**config.mk**
```make
export PLATFORM = sky130hd
export DESIGN_NAME = hv_desat_flt_ctrl
export DESIGN_NICKNAME = d
export VERILOG_FILES = /design/src/rtl/hv_desat_flt_ctrl.sv
export SDC_FILE = /design/constraint.sdc
export NUM_CORES = 1
export LEC_CHECK = 0
export ABC_CLOCK_PERIOD_IN_PS = 2100
export CORE_ASPECT_RATIO = 1.4
export CORE_MARGIN = 10
export CORE_UTILIZATION = 45
export CTS_BUF_LIST = sky130_fd_sc_hd__clkbuf_4 sky130_fd_sc_hd__clkbuf_8 sky130_fd_sc_hd__clkbuf_16
export DETAILED_ROUTE_END_ITERATION = 6
export GPL_TIMING_DRIVEN = 0
export PLACE_DENSITY = 0.74
export SETUP_SLACK_MARGIN = 0.2
export SYNTH_ARGS = -nofsm -noshare
export SYNTH_HDL_FRONTEND = slang
export SYNTH_SLANG_ARGS = --single-unit
```
**constraint.sdc**
```tcl
create_clock -name clk -period 2.1 [get_ports clk]
set_clock_uncertainty 0.15 [all_clocks]
set_input_delay 0.525 -clock clk [delete_from_list [all_inputs] [get_ports clk]]
set_output_delay 0.525 -clock clk [all_outputs]
set_load 0.005 [all_outputs]
```
**src/rtl/hv_desat_flt_ctrl.sv**
```systemverilog
// DESAT protection sequencer: blanks and deglitches the comparator, runs a two-level/soft turn-off,
// then latches the fault until cleared. All outputs are registered decodes of the next state.
module hv_desat_flt_ctrl #(
   parameter int BLANK_UNIT = 16,
   parameter int DGL_UNIT   = 4,
   parameter int TLT_UNIT   = 24
) (
   input  logic       clk,
   input  logic       rst_n,
   input  logic       pwm_on,
   input  logic       desat_cmp,
   input  logic       desat_dig_en,
   input  logic [2:0] desat_blanking,
   input  logic [2:0] desat_deglitch_sel,
   input  logic [1:0] t_tltoff,
   input  logic       tlt_sof_sel,
   input  logic       flt_clr,
   output logic       gate_on,
   output logic       desat_det_en,
   output logic       tlt_en,
   output logic       sof_en,
   output logic       desat_flt,
   output logic [7:0] flt_cnt
);

   typedef enum logic [2:0] {S_IDLE, S_BLANK, S_MON, S_DGL, S_TLT, S_FLT} state_t;

   state_t     state, state_nxt;
   logic [7:0] cnt, cnt_nxt;
   logic [2:0] snap_dgl;
   logic       snap_en;
   logic       sof_sel, sof_sel_nxt;
   logic       fault_hit, flt_exit;
   logic       gate_nxt, det_nxt, tlt_nxt, sof_nxt, flt_nxt;
   logic [7:0] blank_load, dgl_load, tlt_load;

   // Blanking code is consumed straight into the counter on the IDLE exit edge, so the counter
   // itself holds the snapshot. The deglitch window counts the MON sample that opened it,
   // hence DGL itself lasts one cycle less than the full window.
   assign blank_load = 8'(BLANK_UNIT * (int'(desat_blanking) + 1) - 1);
   assign dgl_load   = 8'(DGL_UNIT * (int'(snap_dgl) + 1) - 2);
   assign tlt_load   = 8'(TLT_UNIT * (int'(t_tltoff) + 1) - 1);

   assign fault_hit = (state == S_DGL) && (state_nxt == S_TLT);
   assign flt_exit  = (state == S_FLT) && (state_nxt == S_IDLE);

   always_ff @(posedge clk or negedge rst_n) begin
      if (!rst_n) begin
         state        <= S_IDLE;
         cnt          <= 8'd0;
         snap_dgl     <= 3'd0;
         snap_en      <= 1'b0;
         sof_sel      <= 1'b0;
         gate_on      <= 1'b0;
         desat_det_en <= 1'b0;
         tlt_en       <= 1'b0;
         sof_en       <= 1'b0;
         desat_flt    <= 1'b0;
         flt_cnt      <= 8'd0;
      end else begin
         state        <= state_nxt;
         cnt          <= cnt_nxt;
         sof_sel      <= sof_sel_nxt;
         gate_on      <= gate_nxt;
         desat_det_en <= det_nxt;
         tlt_en       <= tlt_nxt;
         sof_en       <= sof_nxt;
         desat_flt    <= flt_nxt;
         if (state == S_IDLE && pwm_on) begin
            snap_dgl <= desat_deglitch_sel;
            snap_en  <= desat_dig_en;
         end
         if (fault_hit && flt_cnt != 8'hff)
            flt_cnt <= flt_cnt + 8'd1;
      end
   end

   always_comb begin
      state_nxt = state;
      cnt_nxt   = (cnt != 8'd0) ? cnt - 8'd1 : 8'd0;
      case (state)
         S_IDLE: begin
            cnt_nxt = 8'd0;
            if (pwm_on) begin
               state_nxt = S_BLANK;
               cnt_nxt   = blank_load;
            end
         end
         S_BLANK: begin
            if (!pwm_on)              state_nxt = S_IDLE;
            else if (cnt == 8'd0)     state_nxt = S_MON;
         end
         S_MON: begin
            if (!pwm_on) begin
               state_nxt = S_IDLE;
            end else if (desat_cmp && snap_en) begin
               state_nxt = S_DGL;
               cnt_nxt   = dgl_load;
            end
         end
         S_DGL: begin
            if (!pwm_on) begin
               state_nxt = S_IDLE;
            end else if (!desat_cmp) begin
               state_nxt = S_MON;
            end else if (cnt == 8'd0) begin
               state_nxt = S_TLT;
               cnt_nxt   = tlt_load;
            end
         end
         S_TLT: begin
            if (cnt == 8'd0) state_nxt = S_FLT;
         end
         S_FLT: begin
            if (flt_clr && !pwm_on) state_nxt = S_IDLE;
         end
         default: state_nxt = S_IDLE;
      endcase
   end

   always_comb begin
      sof_sel_nxt = fault_hit ? tlt_sof_sel : sof_sel;
      gate_nxt    = (state_nxt == S_BLANK) || (state_nxt == S_MON) || (state_nxt == S_DGL);
      det_nxt     = ((state_nxt == S_MON) && snap_en) || (state_nxt == S_DGL);
      tlt_nxt     = (state_nxt == S_TLT) && !sof_sel_nxt;
      sof_nxt     = (state_nxt == S_TLT) && sof_sel_nxt;
      flt_nxt     = desat_flt;
      if (fault_hit) flt_nxt = 1'b1;
      else if (flt_exit) flt_nxt = 1'b0;
   end

endmodule

```
* Yosys cells after proc, flatten, opt, wreduce, memory -nomap -nowiden
Index checks and enable logic that the tools add are counted.
** Operators by class
- Equality and inequality tests :: 10
- Add/sub/neg operators :: 8
- Multiplexer cells :: 22
- Reduce and logical (&&, ||, !) cells :: 19
- Multiply operators :: 1
** Operator list (count)
- two-way mux 8 bit :: 7
- two-way mux 3 bit :: 10
- one-hot mux 8 bit (3 select lines) :: 1
- subtractor 8 x 1 -> 8 bit (second input constant) :: 3
- one-hot mux 3 bit (6 select lines) :: 1
- == test 3 x 2 -> 1 bit (second input constant) :: 4
- == test 3 bit (second input constant) :: 3
- logical AND 1 bit :: 9
- adder 3 x 1 -> 4 bit (second input constant) :: 2
- adder 8 x 1 -> 8 bit (second input constant) :: 1
- logical NOT 8 bit :: 1
- inequality test 8 bit (second input constant) :: 1
- nonzero test 8 bit :: 1
- subtractor 6 x 2 -> 7 bit (second input constant) :: 1
- == test 3 x 1 -> 1 bit (second input constant) :: 2
- logical NOT 3 bit :: 2
- multiplier 2 x 3 -> 5 bit (first input constant) :: 1
- adder 2 x 1 -> 3 bit (second input constant) :: 1
- logical OR 1 bit :: 3
- two-way mux 1 bit :: 3
- logical NOT 1 bit :: 2
- nonzero test 2 bit :: 1
** Word-level totals
- Output and inout port bits :: 13
- Logic and storage cells :: 71
- Input port bits :: 15
- Flip-flop bits (word level) :: 29

* Depth between registers and ports, before layout
Gate-level depths: netlist (run 1).
- Depth in word-level cells :: 10
- Gate-level depth with buffers :: 7
- Gate-level depth less buffers :: 7

* Worst setup path after synthesis (run 1)
Ideal clock, no wire load.
- Kind :: register to register
- From :: register cnt[0]
- To :: register sof_en
- Setup time :: 127 ps
- Stages on the path, launching flop included :: 7
- Path slack :: -200 ps
- Buffers on the path :: 0
- Required time :: 1823 ps
- Arrival :: 2023 ps
- Cell sequence :: dfrtp_1 inv_1 ha_1 or4b_4 nor4_4 mux2_4 nor3b_2
** On the way
- Longest elaborated chain between the ends :: 9
- Elaborated cells on any way between the ends :: 12
- Classes of those cells :: eq/ne (1); mux (8); reduce/logical (3)
** RTL lines
- from (decl) :: line 29 : logic [7:0] cnt, cnt_nxt;
- from (signal assigned) :: line 62 : cnt <= cnt_nxt;
- logical NOT 8 bit (*) :: line 91, 106, 112
- two-way mux 3 bit :: line 106 : end else if (cnt == 8'd0) begin
- two-way mux 3 bit :: line 104 : end else if (!desat_cmp) begin
- two-way mux 3 bit :: line 102 : if (!pwm_on) begin
- one-hot mux 3 bit (6 select lines) (*) :: line 81 : case (state)
- == test 3 bit (*) :: line 44 : assign fault_hit = (state == S_DGL) && (state_nxt == S_TLT);
- logical AND 1 bit (*) :: line 44
- two-way mux 1 bit (*) :: line 122 : sof_sel_nxt = fault_hit ? tlt_sof_sel : sof_sel;
- via sof_sel_nxt :: line 32 : logic sof_sel, sof_sel_nxt;
- logical AND 1 bit (*) :: line 126 : sof_nxt = (state_nxt == S_TLT) && sof_sel_nxt;
- via sof_nxt :: line 34 : logic gate_nxt, det_nxt, tlt_nxt, sof_nxt, flt_nxt;
- to (signal assigned) :: line 67 : sof_en <= sof_nxt;
- to (decl) :: line 21 : output logic sof_en,
Mark *: on every way through the listed nets, which the timed path passes. The rest lies on a longest branch.
A chain may end at the register's enable or synchronous reset.

* Worst setup path in the final report (run 1)
Ends and elaborated chain as after synthesis.

==> out/results.tsv, run 1 <==
metric	value	unit
area share of fa/ha/maj cells after synthesis	7.23	%
RSZ-0062 raised after global routing	true	
largest net degree at the start of global routing	30	
initial core utilization	47.1	%
final WL	5250	um
startpoint types	flip-flop	
utilization after layout	69.0	%
vias in the first global route	1718	
endpoint class of the critical path	flip-flop	
Post-synth EDFFs	0	
period utilization	106	%
wire per inst	19.0	um
global route overflow	0	
Filler cells	259	
largest family of logic cells by synthesized area	simple AND/OR/NAND/NOR gates	
Die Width	72.4	um
FP Rows	26	
layout cell share with drive strength beyond 1	30.3	%
I/O pins	28	
max incr delay on CP	0.53	ns
Bufs and invs on worst path	2	
fin crit period	2.22	ns
Cell Chain, Critical Path	inv_2 -> ha_4 -> or4b_4 -> nor4_4 -> buf_6 -> mux2_4 -> nor3b_4	
vias post-DR	1626	
core area	0.00368	mm^2
cell family with the largest share of critical-path delay	simple AND/OR/NAND/NOR gates	
GRT Total Usage	15.0	%
Critical Path Fanout Max	4	
CP Class	reg -> reg	
worst min path class	in -> async	
Slew headroom	56.2	%
maxcap violations	0	
Crit. Startpoint	cnt[0]	
clock transition at the registers of the reported paths	0.07	ns
final count of hold timing violations	0	
via/cell ratio	5.89	
f_max	449	MHz
mux contribution to synthesized area	3.68	%
Compound-Gate Fraction of Synth Area	14.1	%
DIE HEIGHT	93.4	um
Worst R2R Start	cnt[0]	
commonest non-fill, non-tap cells in the layout	dfrtp_1 (29), clkdlybuf4s50_1 (18), buf_4 (17)	
syn_area_per_cell	9.78	um^2
detailed placement HPWL	3230	um
hold_buf cts	0	
CP required	2.12	ns
WP data arrival	2.25	ns
Yosys warning count	0	
Area Overhead vs Synth	46.4	%
max-slew violations	0	
Pwr per Cell Area	1080	mW/mm^2
H-tree Lvls	2	
Main synth FF type	dfrtp_1	
Lkg Pwr	1.28	nW
Slowest-stage cell, CP	or4b_4	
post-synthesis sequential area ratio	41.9	%
CTS Sinks	29	
Final nets	258	
Cells after Synth	177	
initial antenna violation count	0	
Inserted Clock Buffers	5	
Clk Latency, worst-skew pair	0.28	ns
maximum VDD drop	0.818	mV
number of setup violations in the final report	13	
Detail Route Antenna Nets	0	
Netlist Area Pre-Place	0.00173	mm^2
final worst slack	-0.125	ns
port bufs	27	
violated checks	negative setup slack	
overall power	2.74	mW
commonest non-fill, non-tap cell in the layout	dfrtp_1	
ys async rst share	100	%
clk buf depth	2	
global-route wire length before repair	8170	um
worst-margin pin slew	0.657	ns
syn_nets	202	
n_diodes	0	
CTS tree	yes	
outcome	complete, but fails checks	
pre-CTS WS	-0.758	ns
#FFs+latches synth	29	
Hold Slack	0.114	ns
DRC	0	
drt pass-1 iters	4	
synth unique cells	47	
initial drt markers	138	
Synth Area in Simple Gates	24.4	%
xor/xnor share of the synthesized area	6.07	%
RD Place Congestion	0.881	
clock root buffer	clkbuf_8	
die footprint	0.00676	mm^2
report_power, final:
part | switching (mW) | leakage, nW | internal (mW)
combinational | 0.649 | 0.850 | 0.573
sequential | 0.193 | 0.375 | 0.704
clock | 0.234 | 0.0574 | 0.386
stage by stage:
step                setup TNS (ns)  cell area (um^2)  std cells
floorplan                   -0.295              1750        177
detailed placement          -16.68              2080        246
global route                 -1.67              2530        276
global placement            -14.66              2080        246
finish                      -0.719              2530        276
CTS                         -0.781              2350        268
flip-flops by register name, indices dropped and copies added, names as in the netlist:
signal	flops
desat_flt	1
desat_det_en	1
sof_en	1
snap_en	1
snap_dgl	3
cnt	8
state	3
sof_sel	1
tlt_en	1
gate_on	1
flt_cnt	8
Yosys cell counts (2+ instances only):
cell type  instances  share of area, %
nand2b_1           2              0.72
or3_1              4               1.4
inv_1              9               2.0
or2_2              2              0.72
a31oi_1            2              0.72
mux2_4             2               1.7
o221ai_1           2               1.0
nand3_1            9               2.6
mux2_2             3               2.0
dfrtp_1           29                42
a21o_1             2              0.87
xor2_1             4               2.0
nor2_1            12               2.6
and3_1             3               1.1
a21oi_1            7               2.0
clkbuf_1           3              0.65
ha_1              10               7.2
nor2b_1            3               1.1
nand4_1            2              0.72
nand2_1           16               3.5
a21boi_0           2              0.87
o211ai_1           5               2.2
or3b_2             2               1.0
xnor2_1            8               4.0
nor3_1             6               1.7
o21ai_0            7               2.0
worst register-to-register path, stage by stage, from the launching register on:
cell and delay, ns:
dfrtp_1 0.40, inv_2 0.08, ha_4 0.13, or4b_4 0.53
nor4_4 0.17, buf_6 0.16, mux2_4 0.32, nor3b_4 0.16
per-layer routing:
metal  up-vias  share of wire, %  track usage (%)
li1        741                 -                -
met1       811                37             15.4
met2        53                55             26.8
met3        21               4.3             4.97
met4         0               4.2             6.83
met5         -                 0                0
layout make-up:
class                   instances  area (um^2)  area share, %
clock inverters                 2         37.5           1.48
flip-flops and latches         29          726           28.6
plain buffers                   3         16.3          0.642
repair buffers                 49          477           18.8
inverters                       9         33.8           1.33
clock buffers                   6         82.6           3.26
multi-input cells             136         1110           43.8
well taps                      42         52.6           2.07
what timing repair did:
action | CTS | global route
endpoints found under the setup margin | 60 | 31
setup buffers | 14 | 8
pin swaps | 11 | 15
hold endpoints to repair | 0 | 0
resized for setup | 21 | 28
path summary, 6_finish.rpt:
kind	slack (ns)	endpoint	depth (start not counted)
max	-0.12	sof_en	7
min	0.11	cnt[2]	1
max reg2reg	-0.12	sof_en	7
min reg2reg	0.35	desat_flt	2
max in group asynchronous	1.26	cnt[1]	1
min in group clk	0.35	desat_flt	2
cell families (layout without fill, tap and decap cells):
family,count (synthesis),count (layout)
buffers and inverters,12,69
adder cells (fa/ha/maj),10,10
AO/OA/AOI/OAI,36,36
XOR/XNOR,12,12
AND/OR/NAND/NOR,73,73
flip-flops,29,29
multiplexers,5,5
(Power assumes the default switching activity.)
==> inputs of run 2 (changes only) <==
- MAX_ROUTING_LAYER: not set -> met4
==> out/results.tsv, run 2 (synthesis gave the netlist of run 1 again) <==
metric	value	unit	change
largest net degree at the start of global routing	30		unchanged
Critical Path Fanout Max	4		unchanged
drt pass-1 iters	4		unchanged
WP data arrival	2.20	ns	was 2.25 ns
commonest non-fill, non-tap cell in the layout	dfrtp_1		unchanged
core area	0.00368	mm^2	unchanged
final worst slack	-0.0968	ns	was -0.125 ns
Pwr per Cell Area	1030	mW/mm^2	was 1080 mW/mm^2
cell area after layout	0.00249	mm^2	was 0.00253 mm^2
detailed placement HPWL	3330	um	was 3230 um
layout cell share with drive strength beyond 1	29.8	%	was 30.3%
Bufs and invs on worst path	1		was 2
cell family with the largest share of critical-path delay	simple AND/OR/NAND/NOR gates		unchanged
global route overflow	0		unchanged
via/cell ratio	5.62		was 5.89
Gate power share	45.6	%	was 44.6%
violated checks	negative setup slack		unchanged
fin crit period	2.20	ns	was 2.22 ns
CP Class	reg -> reg		unchanged
clock root buffer	clkbuf_8		unchanged
biggest regs	cnt: 8 flops, flt_cnt: 8 flops		unchanged
Slowest-stage cell, CP	or4b_4		unchanged
global-route wire length before repair	7620	um	was 8170 um
clock transition at the registers of the reported paths	0.07	ns	about the same
clk buf depth	2		unchanged
max-slew violations	0		unchanged
sw power	1.00	mW	was 1.08 mW
Die Width	72.4	um	unchanged
max incr delay on CP	0.52	ns	was 0.53 ns
RD Place Congestion	0.908		was 0.881
Clk Latency, worst-skew pair	0.28	ns	about the same
wire per inst	17.3	um	was 19.0 um
final count of hold timing violations	0		unchanged
I/O pins	28		unchanged
CTS tree	yes		unchanged
final WL	4840	um	was 5250 um
H-tree Lvls	2		unchanged
number of setup violations in the final report	14		was 13
startpoint types	flip-flop		unchanged
Lkg Pwr	1.20	nW	was 1.28 nW
pre-CTS WS	-0.765	ns	was -0.758 ns
Detail Route Antenna Nets	0		unchanged
worst-margin pin slew	0.644	ns	was 0.657 ns
CTS Sinks	29		unchanged
Final nets	262		was 258
maxcap violations	0		unchanged
Placed Area	0.00208	mm^2	unchanged
port bufs	27		unchanged
CP required	2.11	ns	was 2.12 ns
initial core utilization	47.1	%	unchanged
maximum VDD drop	0.658	mV	was 0.818 mV
Clock power frac	19.8	%	was 22.6%
DRC	0		unchanged
vias post-DR	1574		was 1,626
die footprint	0.00676	mm^2	unchanged
f_max	455	MHz	was 449 MHz
GRT Total Usage	14.4	%	was 15.0%
Area Overhead vs Synth	44.0	%	was 46.4%
outcome	complete, but fails checks		unchanged
switch share	39.0	%	was 39.3%
initial antenna violation count	0		unchanged
Slew headroom	57.0	%	was 56.2%
RSZ-0062 raised after global routing	true		unchanged
Cell Chain, Critical Path	inv_2 -> ha_4 -> or4b_4 -> or3_2 -> o211a_1 -> nand2_2 -> nor3_1		was inv_2 -> ha_4 -> or4b_4 -> nor4_4 -> buf_6 -> mux2_4 -> nor3b_4
endpoint class of the critical path	flip-flop		unchanged
Filler cells	276		was 259
Int Power	1.56	mW	was 1.66 mW
initial drt markers	126		was 138
commonest non-fill, non-tap cells in the layout	dfrtp_1 (29), clkdlybuf4s50_1 (20), buf_4 (18)		was dfrtp_1 (29), clkdlybuf4s50_1 (18), buf_4 (17)
Flop pwr share	34.6	%	was 32.7%
n_diodes	0		unchanged
Final TNS setup	-0.731	ns	was -0.719 ns
worst min path class	in -> async		unchanged
vias in the first global route	1676		was 1,718
FP Rows	26		unchanged
DIE HEIGHT	93.4	um	unchanged
Inserted Clock Buffers	5		unchanged
period utilization	105	%	was 106%
==> run 2: cell types whose count changed in the layout (fill, tap and decap cells not counted), sizes merged <==
cell	change
clkdlybuf4s50	+2
buf	+4
clkinvlp	-1
dlygate4sd2	+2
bufinv	-1
clkinv	+1
clkbuf	+2
clkdlybuf4s15	-1
dlymetal6s2s	-4
==> run 2: worst paths after layout <==
check                           from     endpoint  slack (ns)  cells past startpoint
min in group clk           desat_flt    desat_flt        0.38                      2
setup / recovery              cnt[0]       tlt_en        -0.1                      7
setup reg to reg              cnt[0]       tlt_en        -0.1                      7
max in group asynchronous      rst_n  snap_dgl[2]        1.26                      1
hold / removal                 rst_n       cnt[2]        0.11                      1
hold reg to reg            desat_flt    desat_flt        0.38                      2
==> run 2: stage by stage <==
stage          power [mW]  std cells  util, %  hold WS [ns]
4_1_cts              2.50        271     64.2         0.358
5_1_grt              2.75        280     67.8         0.163
3_3_place_gp         1.78        246     56.5         0.331
3_5_place_dp         1.84        246     56.5         0.344
6_report             2.56        280     67.8         0.113
2_1_floorplan        1.57        177        -        0.0794
==> run 2: what timing repair did <==
action,CTS,global route
hold buffers,0,0
gates cloned,0,0
setup endpoints to repair,60,33
setup buffers,17,9
resized for setup,23,17
pin swaps,9,8
==> run 2: layout make-up <==
type / instances / area [um^2] / share of cell area, %
Multi-Input combinational cell: 136 / 1070 / 42.7
Timing Repair Buffer: 53 / 499 / 20.0
Sequential cell: 29 / 726 / 29.1
Buffer: 3 / 15.0 / 0.602
Clock buffer: 7 / 96.3 / 3.86
Inverter: 9 / 33.8 / 1.35
Tap cell: 42 / 52.6 / 2.11
Clock inverter: 1 / 5.00 / 0.201
==> run 2: worst reg2reg max path, delay by kind of cell, from the launching register on <==
| family | cells | cell delay, ns |
|---|---|---|
| fa+ha+maj | 1 | 0.14 |
| simple gates | 4 | 1.15 |
| buf+inv | 1 | 0.08 |
| flops | 1 | 0.39 |
| compound gates | 1 | 0.16 |
==> run 2: power groups by stage <==
stage                     logic, mW  registers [mW]  clock network [mW]
after detailed placement      0.953           0.882                   0
after global placement        0.915           0.870                   0
after global routing           1.29           0.910               0.548
after floorplan               0.728           0.840                   0
final                          1.17           0.886               0.508
after CTS                      1.11           0.867               0.517
==> run 2: per-layer routing <==
metal / global-route usage (%) / part of all wire (%)
met1: 15.1 / 39
met2: 24.6 / 55
met3: 4.02 / 4.1
met4: 6.35 / 1.9
met5: - / 0
==> inputs of run 3 (changes only) <==
- CORE_MARGIN: 10 -> 4
==> out/results.tsv, run 3 (synthesis gave the netlist of run 1 again) <==
metric	value	unit	change
outcome	complete, but fails checks		unchanged
violated checks	negative setup slack		unchanged
core area	0.00368	mm^2	unchanged
Area Overhead vs Synth	43.1	%	was 44.0%
CTS tree	yes		unchanged
pre-CTS WS	-0.752	ns	was -0.765 ns
FP Rows	26		unchanged
largest net degree at the start of global routing	30		unchanged
Int Power	1.52	mW	was 1.56 mW
Gate power share	46.6	%	was 45.6%
Pwr per Cell Area	1030	mW/mm^2	about the same
wire per inst	16.8	um	was 17.3 um
RSZ-0062 raised after global routing	true		unchanged
number of setup violations in the final report	14		unchanged
hold_buf cts	0		unchanged
WP data arrival	2.26	ns	was 2.20 ns
GRT Total Usage	21.8	%	was 14.4%
initial drt markers	59		was 126
Inserted Clock Buffers	5		unchanged
CP required	2.12	ns	was 2.11 ns
Lkg Pwr	1.18	nW	was 1.20 nW
final worst slack	-0.138	ns	was -0.0968 ns
Critical Path Fanout Max	4		unchanged
sw power	1.02	mW	was 1.00 mW
worst-margin pin slew	0.661	ns	was 0.644 ns
startpoint types	flip-flop		unchanged
initial core utilization	47.1	%	unchanged
biggest regs	cnt: 8 flops, flt_cnt: 8 flops		unchanged
DIE HEIGHT	81.4	um	was 93.4 um
clk buf depth	2		unchanged
detailed placement HPWL	3180	um	was 3330 um
vias in the first global route	1659		was 1,676
layout cell share with drive strength beyond 1	29.7	%	was 29.8%
maximum VDD drop	0.718	mV	was 0.658 mV
endpoint class of the critical path	flip-flop		unchanged
utilization after layout	67.4	%	was 67.8%
clock root buffer	clkbuf_8		unchanged
switch share	40.2	%	was 39.0%
worst min path class	in -> async		unchanged
DRC	0		unchanged
global route overflow	0		unchanged
period utilization	107	%	was 105%
n_diodes	0		unchanged
RD Place Congestion	0.883		was 0.908
I/O pins	28		unchanged
final count of hold timing violations	0		unchanged
commonest non-fill, non-tap cell in the layout	dfrtp_1		unchanged
Slew headroom	55.9	%	was 57.0%
initial antenna violation count	0		unchanged
H-tree Lvls	2		unchanged
Final nets	260		was 262
fin crit period	2.24	ns	was 2.20 ns
Clk Latency, worst-skew pair	0.29	ns	was 0.28 ns
vias post-DR	1573		was 1,574
global-route wire length before repair	7790	um	was 7620 um
max-slew violations	0		unchanged
maxcap violations	0		unchanged
Flop pwr share	34.6	%	about the same
commonest non-fill, non-tap cells in the layout	dfrtp_1 (29), clkdlybuf4s50_1 (19), buf_4 (19)		was dfrtp_1 (29), clkdlybuf4s50_1 (20), buf_4 (18)
f_max	447	MHz	was 455 MHz
CTS Sinks	29		unchanged
CP Class	reg -> reg		unchanged
die footprint	0.00492	mm^2	was 0.00676 mm^2
clock transition at the registers of the reported paths	0.07	ns	about the same
via/cell ratio	5.66		was 5.62
Die Width	60.4	um	was 72.4 um
port bufs	27		unchanged
final WL	4660	um	was 4840 um
drt pass-1 iters	4		unchanged
Clock power frac	18.7	%	was 19.8%
Detail Route Antenna Nets	0		unchanged
-- run 3: changes by cell type in the layout (fill, tap and decap cells not counted), sizes merged --
cell           delta
buf               -2
dlygate4sd2       +1
clkinv            -1
clkinvlp          +3
clkdlybuf4s50     -1
dlymetal6s2s      +1
clkbuf            -3
-- run 3: area by class of cell --
class | count | area, um^2
plain buffers | 3 | 21.3
clock buffers | 5 | 68.8
clock inverters | 3 | 22.5
fillers | 287 | 1200
inverters | 9 | 33.8
multi-input cells | 136 | 1070
flip-flops and latches | 29 | 726
well taps | 42 | 52.6
repair buffers | 51 | 479
-- run 3: repair_timing --
item                                    in CTS  in global routing
buffers inserted                            16                  8
endpoints found under the setup margin      60                 33
pin swaps                                   13                 10
gates resized for setup                     22                 16
-- run 3: path summary, 6_finish.rpt --
path	start	to	slack, ns	cells past startpoint
setup reg to reg	cnt[1]	flt_cnt[3]	-0.14	8
hold / removal	rst_n	cnt[0]	0.11	1
hold reg to reg	sof_sel	sof_sel	0.37	1
setup / recovery	cnt[1]	flt_cnt[3]	-0.14	8
min in group clk	sof_sel	sof_sel	0.37	1
max in group asynchronous	rst_n	cnt[5]	1.26	1
-- run 3: power by group through the flow --
stage / Combinational, mW / Clock (mW) / Sequential (mW)
2_1_floorplan: 0.728 / 0 / 0.840
3_3_place_gp: 0.920 / 0 / 0.873
3_5_place_dp: 0.953 / 0 / 0.883
4_1_cts: 1.11 / 0.479 / 0.870
5_1_grt: 1.31 / 0.500 / 0.904
6_report: 1.19 / 0.476 / 0.881
-- run 3: stage by stage --
| stage | hold slack (ns) | total power, mW | cell area, um^2 | TNS [ns] | cells |
|---|---|---|---|---|---|
| 6_report | 0.114 | 2.54 | 2480 | -0.796 | 278 |
| 5_1_grt | 0.163 | 2.71 | 2480 | -2.77 | 278 |
| 4_1_cts | 0.365 | 2.46 | 2360 | -1.40 | 270 |
| 3_5_place_dp | 0.340 | 1.84 | 2080 | -17.66 | 246 |
| 3_3_place_gp | 0.331 | 1.79 | 2080 | -15.62 | 246 |
| 2_1_floorplan | 0.0794 | 1.57 | 1750 | -0.295 | 177 |
-- run 3: per-layer routing --
layer / GRT usage [%] / routed length [um] / vias up
li1: - / - / 751
met1: 25.2 / 1830 / 768
met2: 36.8 / 2530 / 40
met3: 4.13 / 180 / 14
met4: 8.46 / 115 / 0
met5: - / 0 / -
-- run 3: worst max-delay path, stage by stage (launching register included) --
cell     delay, ns
dfrtp_1       0.39
inv_2         0.09
ha_4          0.14
or4b_4        0.51
nor3_4        0.22
nand4_1       0.18
buf_4         0.20
buf_6         0.11
xnor2_1       0.12
